### config.mk
export PLATFORM = sky130hd
export DESIGN_NAME = win_tile_sched
export DESIGN_NICKNAME = d
export VERILOG_FILES = /design/src/rtl/win_tile_sched.sv
export SDC_FILE = /design/constraint.sdc
export NUM_CORES = 1
export LEC_CHECK = 0
export ABC_AREA = 1
export ABC_CLOCK_PERIOD_IN_PS = 2400
export BUFFER_PORTS_ARGS = -buffer_cell sky130_fd_sc_hd__buf_2
export CORE_ASPECT_RATIO = 1.4
export CORE_UTILIZATION = 35
export DETAILED_ROUTE_END_ITERATION = 10
export GPL_TIMING_DRIVEN = 0
export PLACE_DENSITY = 0.7
export SLEW_MARGIN = 0
export SYNTH_ARGS = -nofsm -noshare
export SYNTH_HDL_FRONTEND = slang
export SYNTH_SLANG_ARGS = --single-unit
### constraint.sdc
create_clock -name clk -period 2.4 [get_ports clk]
set_clock_uncertainty 0.15 [all_clocks]
set_input_delay 0.48 -clock clk [delete_from_list [all_inputs] [get_ports clk]]
set_output_delay 0.48 -clock clk [all_outputs]
set_load 0.01 [all_outputs]
### src/rtl/win_tile_sched.sv
// rtl/win_tile_sched.sv - Winograd F(2x2,3x3) tile scheduler: fetches 4x4 tiles at stride 2, registers engine results, streams 2x2 blocks out.
module win_tile_sched #(
    parameter int IMG_W       = 8,
    parameter int IMG_H       = 8,
    parameter int ADDR_WIDTH  = 12,
    parameter int DATA_WIDTH  = 19,
    parameter int COORD_WIDTH = 8
) (
    input  logic                           clk,
    input  logic                           rst,
    input  logic                           start,
    output logic                           busy,
    output logic                           done,
    output logic                           mem_rd_en,
    output logic [ADDR_WIDTH-1:0]          mem_addr,
    input  logic [7:0]                     mem_rd_data,
    output logic [127:0]                   win_img,
    input  logic signed [DATA_WIDTH-1:0]   win_result_0,
    input  logic signed [DATA_WIDTH-1:0]   win_result_1,
    input  logic signed [DATA_WIDTH-1:0]   win_result_2,
    input  logic signed [DATA_WIDTH-1:0]   win_result_3,
    output logic                           out_valid,
    input  logic                           out_ready,
    output logic [4*DATA_WIDTH-1:0]        out_data,
    output logic [COORD_WIDTH-1:0]         out_row,
    output logic [COORD_WIDTH-1:0]         out_col
);

    localparam int TX = (IMG_W - 2) / 2;
    localparam int TY = (IMG_H - 2) / 2;

    typedef enum logic [2:0] {
        S_IDLE,
        S_FETCH,
        S_WAIT,
        S_COMPUTE,
        S_OUT,
        S_DONE
    } state_t;

    state_t                    state_q, state_d;
    logic [3:0]                k_q, k_d;
    logic [COORD_WIDTH-1:0]    tx_q, tx_d;
    logic [COORD_WIDTH-1:0]    ty_q, ty_d;
    logic                      rd_pend_q, rd_pend_d;
    logic [3:0]                rd_k_q, rd_k_d;
    logic [127:0]              win_q, win_d;
    logic [4*DATA_WIDTH-1:0]   data_q, data_d;
    logic [COORD_WIDTH-1:0]    row_q, row_d;
    logic [COORD_WIDTH-1:0]    col_q, col_d;

    logic                      last_tile;
    logic                      last_col;
    logic [ADDR_WIDTH-1:0]     row_a;
    logic [ADDR_WIDTH-1:0]     col_a;

    assign last_col  = (tx_q == COORD_WIDTH'(TX - 1));
    assign last_tile = last_col && (ty_q == COORD_WIDTH'(TY - 1));

    // Tile origin is (2*ty, 2*tx); k walks the 4x4 window row-major.
    assign row_a = ADDR_WIDTH'({ty_q, 1'b0}) + ADDR_WIDTH'(k_q[3:2]);
    assign col_a = ADDR_WIDTH'({tx_q, 1'b0}) + ADDR_WIDTH'(k_q[1:0]);

    always_comb begin
        state_d   = state_q;
        k_d       = k_q;
        tx_d      = tx_q;
        ty_d      = ty_q;
        rd_pend_d = 1'b0;
        rd_k_d    = k_q;
        win_d     = win_q;
        data_d    = data_q;
        row_d     = row_q;
        col_d     = col_q;

        // Read data lags its strobe by one cycle; drop it into the slot it was issued for.
        if (rd_pend_q) begin
            for (int i = 0; i < 16; i++) begin
                if (rd_k_q == 4'(i)) begin
                    win_d[127 - 8*i -: 8] = mem_rd_data;
                end
            end
        end

        case (state_q)
            S_IDLE: begin
                if (start) begin
                    state_d = S_FETCH;
                    tx_d    = '0;
                    ty_d    = '0;
                    k_d     = '0;
                end
            end
            S_FETCH: begin
                rd_pend_d = 1'b1;
                k_d       = k_q + 4'd1;
                if (k_q == 4'd15) begin
                    state_d = S_WAIT;
                end
            end
            S_WAIT: begin
                state_d = S_COMPUTE;
            end
            S_COMPUTE: begin
                data_d  = {win_result_3, win_result_2, win_result_1, win_result_0};
                row_d   = {ty_q[COORD_WIDTH-2:0], 1'b0};
                col_d   = {tx_q[COORD_WIDTH-2:0], 1'b0};
                state_d = S_OUT;
            end
            S_OUT: begin
                if (out_ready) begin
                    if (last_tile) begin
                        state_d = S_DONE;
                    end else begin
                        if (last_col) begin
                            tx_d = '0;
                            ty_d = ty_q + 1'b1;
                        end else begin
                            tx_d = tx_q + 1'b1;
                        end
                        k_d     = '0;
                        state_d = S_FETCH;
                    end
                end
            end
            S_DONE: begin
                state_d = S_IDLE;
            end
            default: begin
                state_d = S_IDLE;
            end
        endcase
    end

    always_ff @(posedge clk) begin
        if (rst) begin
            state_q   <= S_IDLE;
            k_q       <= '0;
            tx_q      <= '0;
            ty_q      <= '0;
            rd_pend_q <= 1'b0;
            rd_k_q    <= '0;
            win_q     <= '0;
            data_q    <= '0;
            row_q     <= '0;
            col_q     <= '0;
        end else begin
            state_q   <= state_d;
            k_q       <= k_d;
            tx_q      <= tx_d;
            ty_q      <= ty_d;
            rd_pend_q <= rd_pend_d;
            rd_k_q    <= rd_k_d;
            win_q     <= win_d;
            data_q    <= data_d;
            row_q     <= row_d;
            col_q     <= col_d;
        end
    end

    assign busy      = (state_q != S_IDLE);
    assign done      = (state_q == S_DONE);
    assign mem_rd_en = (state_q == S_FETCH);
    assign mem_addr  = (state_q == S_FETCH) ? (row_a * ADDR_WIDTH'(IMG_W) + col_a) : '0;
    assign win_img   = win_q;
    assign out_valid = (state_q == S_OUT);
    assign out_data  = data_q;
    assign out_row   = row_q;
    assign out_col   = col_q;

endmodule

==> impl_results.md <==
* Commonest non-fill, non-tap cells in the layout: 444 x nor2_1, 326 x buf_2, 237 x dfxtp_1, 226 x o21ai_0, 69 x nand2_1
* Count of fill cells added during filler insertion at 2635
* Placement Rows at 71
* Area delta synth->final at 34.31%
* Ports at 324
* Violations in the final reports: negative setup slack
* Total Die Area at 28140 sq um
* Average instance area after synthesis at 7.503 sq um
* DRC violations left at 0
* Wire length of the first global-routing pass at 48.33 mm
* Required time reported for the critical path endpoint at 1.77 ns
* Clock root buffer: clkbuf_16
* Via density at 4.790
* Global placer's final weighted congestion at 0.8424
* Final antenna-violating net count at 0
* Post-route non-filler standard cell count at 2032
* Dominant cells by area after synthesis: dfxtp_1 51%, nor2_1 18%, o21ai_0 12%
* Nature of the critical path endpoint: output pin
* Cell breakdown of the critical path: ha_4 -> inv_2 -> nor2_4 -> xor2_1 -> ha_1 -> a21o_1 -> nor2_1 -> nand2_2 -> nand2_2 -> nand2_2 -> nand3_1 -> nand2_1 -> nor2_2 -> buf_2
* Vias in the first global route at 9201
* Critical-path top delay cell: dfxtp_4
* Initial antenna violation count at 0
* Critical path startpoint category: flop
* Maximum number of pins on one net before global-route repair at 14
* Total number of vias at 9734
* Iteration-0 DRC Markers at 390
* DP Worst Slack at -0.3451 ns
* Launching element of the worst setup path: k_q[3]
* ANT cells at 0
* CP dominant cell by count: nand2_2
* Yosys warnings at 0
* Final Instance Area at 12910 sq um
* Placed inst area at 11720 sq um
* Count of distinct cell types in the synthesized netlist at 35
* Outcome: finished with violations
* Cell family with the largest share of critical-path delay: simple AND/OR/NAND/NOR gates
* Register-to-register setup slack at 0.49 ns
* Summed instance area of the synthesized netlist at 9612 sq um
* Worst hold path type: in -> reg
* Number of iterations in the first detailed-routing pass at 5
* Worst path max stage delay at 0.39 ns
* Final-report max-slew violation count at 0
* Biggest area consumer among synthesized cells: dfxtp_1
* Bufs and invs on worst path at 2
* Clock buffers created by TritonCTS at 26
* Seq/Total Area, Yosys at 51.24%
* Maximum achievable frequency at 0.3185 GHz
* Routed wire length per instance at 15.62 um
* Crit path DAT at 2.51 ns
* Synth Instances at 1281
* Sink Count at 246
* Source of the worst register-to-register timing path: tx_q[1]
* Final setup fails at 7
* Largest fanout of any net on the critical path at 4
* Total half-perimeter wirelength after legalization and detailed placement at 22.83 mm
* RSZ-0062 raised after global routing: yes
* Power Density at 712.7 nW/um^2
* Number of I/O port buffers at 321
* Worst slew margin at 35.76%
* Net count of the finished layout at 1750
* Final hold violation count at 0
* Final setup slack of the worst path at -0.7399 ns
* TritonCTS clock tree: done
* Worst-margin pin slew at 0.9636 ns
* Initial core utilization at 35.71%
* Fin Hold WS at 0.01880 ns
* Number of levels in the clock H-tree at 1
* Remaining Overflow, GRT at 0
* Launch instance of the worst min-delay path: win_result_3[15]
* GRT Overall Usage at 21.77%
* VDD IR-drop max at 0.4824 mV
* Cell Count Post-Placement at 1968
* Clock edge transition at the registers on the reported setup and hold paths at 0.06 ns
* Most common cell after layout, fill and taps aside: nor2_1
* Share of the synthesized area in the top cell type at 51.24%
* Die extent in y at 198.1 um
* Die boundary width at 142.1 um
* Synthesized flop and latch total at 246
* Kind of critical path: reg -> out
* Static leakage at 6.417 nW
* Clock tree buffer depth at 3
* Number of maximum-capacitance constraint violations at 0
* Post-layout util at 47.96%
* Period utilization at 130.8%
* Total routed wirelength at 31.74 mm
* Share of cells above drive strength 1 at 28.01%
* Period minus WS final at 3.140 ns
* Clock latency on the worst-skew pair at 0.53 ns
* Area of the core region at 26920 sq um
state kept, by name, summed over array words and instances, names as in the netlist:
register,cells
win_img,128
out_data,76
tx_q,8
ty_q,8
out_col,7
out_row,7
k_q,4
rd_k_q,4
state_q,3
rd_pend_q,1
path summary, 6_finish.rpt:
kind                  endpoint  depth (start not counted)
setup / recovery  mem_addr[10]                         14
hold / removal    out_data[72]                          3
setup reg to reg        k_q[3]                          7
hold reg to reg   win_img[127]                          2
cell type report:
cell class	instances	area, sq um	share of cell area [%]
Sequential cell	246	4943	38.29
Multi-Input combinational cell	902	4320	33.47
Timing Repair Buffer	337	1727	13.37
Clock buffer	38	775.7	6.009
Tap cell	365	456.7	3.538
Inverter	73	281.5	2.181
Buffer	61	265.3	2.055
Clock inverter	10	140.1	1.085
cells by family after synthesis:
group                    Yosys count  synth area share [%]
adder cells (fa/ha/maj)           15                 1.953
AO/OA/AOI/OAI                    279                 14.71
buffers and inverters            134                 5.467
XOR/XNOR                          14                 1.276
other                              1               0.03901
flip-flops                       246                 51.24
AND/OR/NAND/NOR                  592                 25.32
synth_stat cells:
master and count:
nor3_2 5, buf_2 8, nand3b_2 1, inv_1 67, buf_1 1, nor2_2 8
inv_4 2, inv_2 4, nand3b_1 1, nor2_4 3, buf_4 2, nor2_1 449
nor2_8 1, o21bai_1 1, xor2_1 11, a21o_1 2, nor3_1 9, o21ai_0 226
nand4_4 1, nor3b_1 2, nand2_2 4, conb_1 1, nand3_4 2, o21ai_1 2
clkbuf_1 50, or2_2 2, o211ai_1 1, a21oi_1 45, xnor2_1 3, nand3_1 25
nand2_1 79, ha_1 15, o21ai_2 1, dfxtp_1 246, a22o_1 1
routing by layer:
layer  wire length, um  vias up  share of wire, %  global-route usage [%]
met5                 0        -                 0                       0
met1             12530     4441                39                   24.47
li1                  -     4828                 -                       -
met3              2064       84               6.5                   3.724
met2             15780      381                50                   39.67
met4              1358        0               4.3                   9.877
power breakdown:
part | total, W | switching, W | internal [W] | leakage, nW
clock | 0.00425 | 0.00169 | 0.00257 | 0.456
sequential | 0.00424 | 0.0000646 | 0.00417 | 1.99
combinational | 0.000711 | 0.000469 | 0.000242 | 3.97
repair_timing:
action	CTS	global route
hold buffers	0	0
setup buffers	11	5
endpoints found under the setup margin	13	9
pin swaps	15	4
cloned	0	0
resized for setup	29	17
worst min-delay path, cell delays in order:
cell and delay (ns):
buf_2 0.08, nor2_1 0.03, nor2_1 0.08
metrics by stage:
| stage | TNS, ns | total power (W) |
|---|---|---|
| global route | -4.922 | 0.009526 |
| global placement | -2.380 | 0.005006 |
| detailed placement | -3.711 | 0.005017 |
| floorplan | -0.06548 | 0.004693 |
| CTS | -3.904 | 0.009285 |
| finish | -4.031 | 0.009201 |
Power figures use the tool's default switching activity.
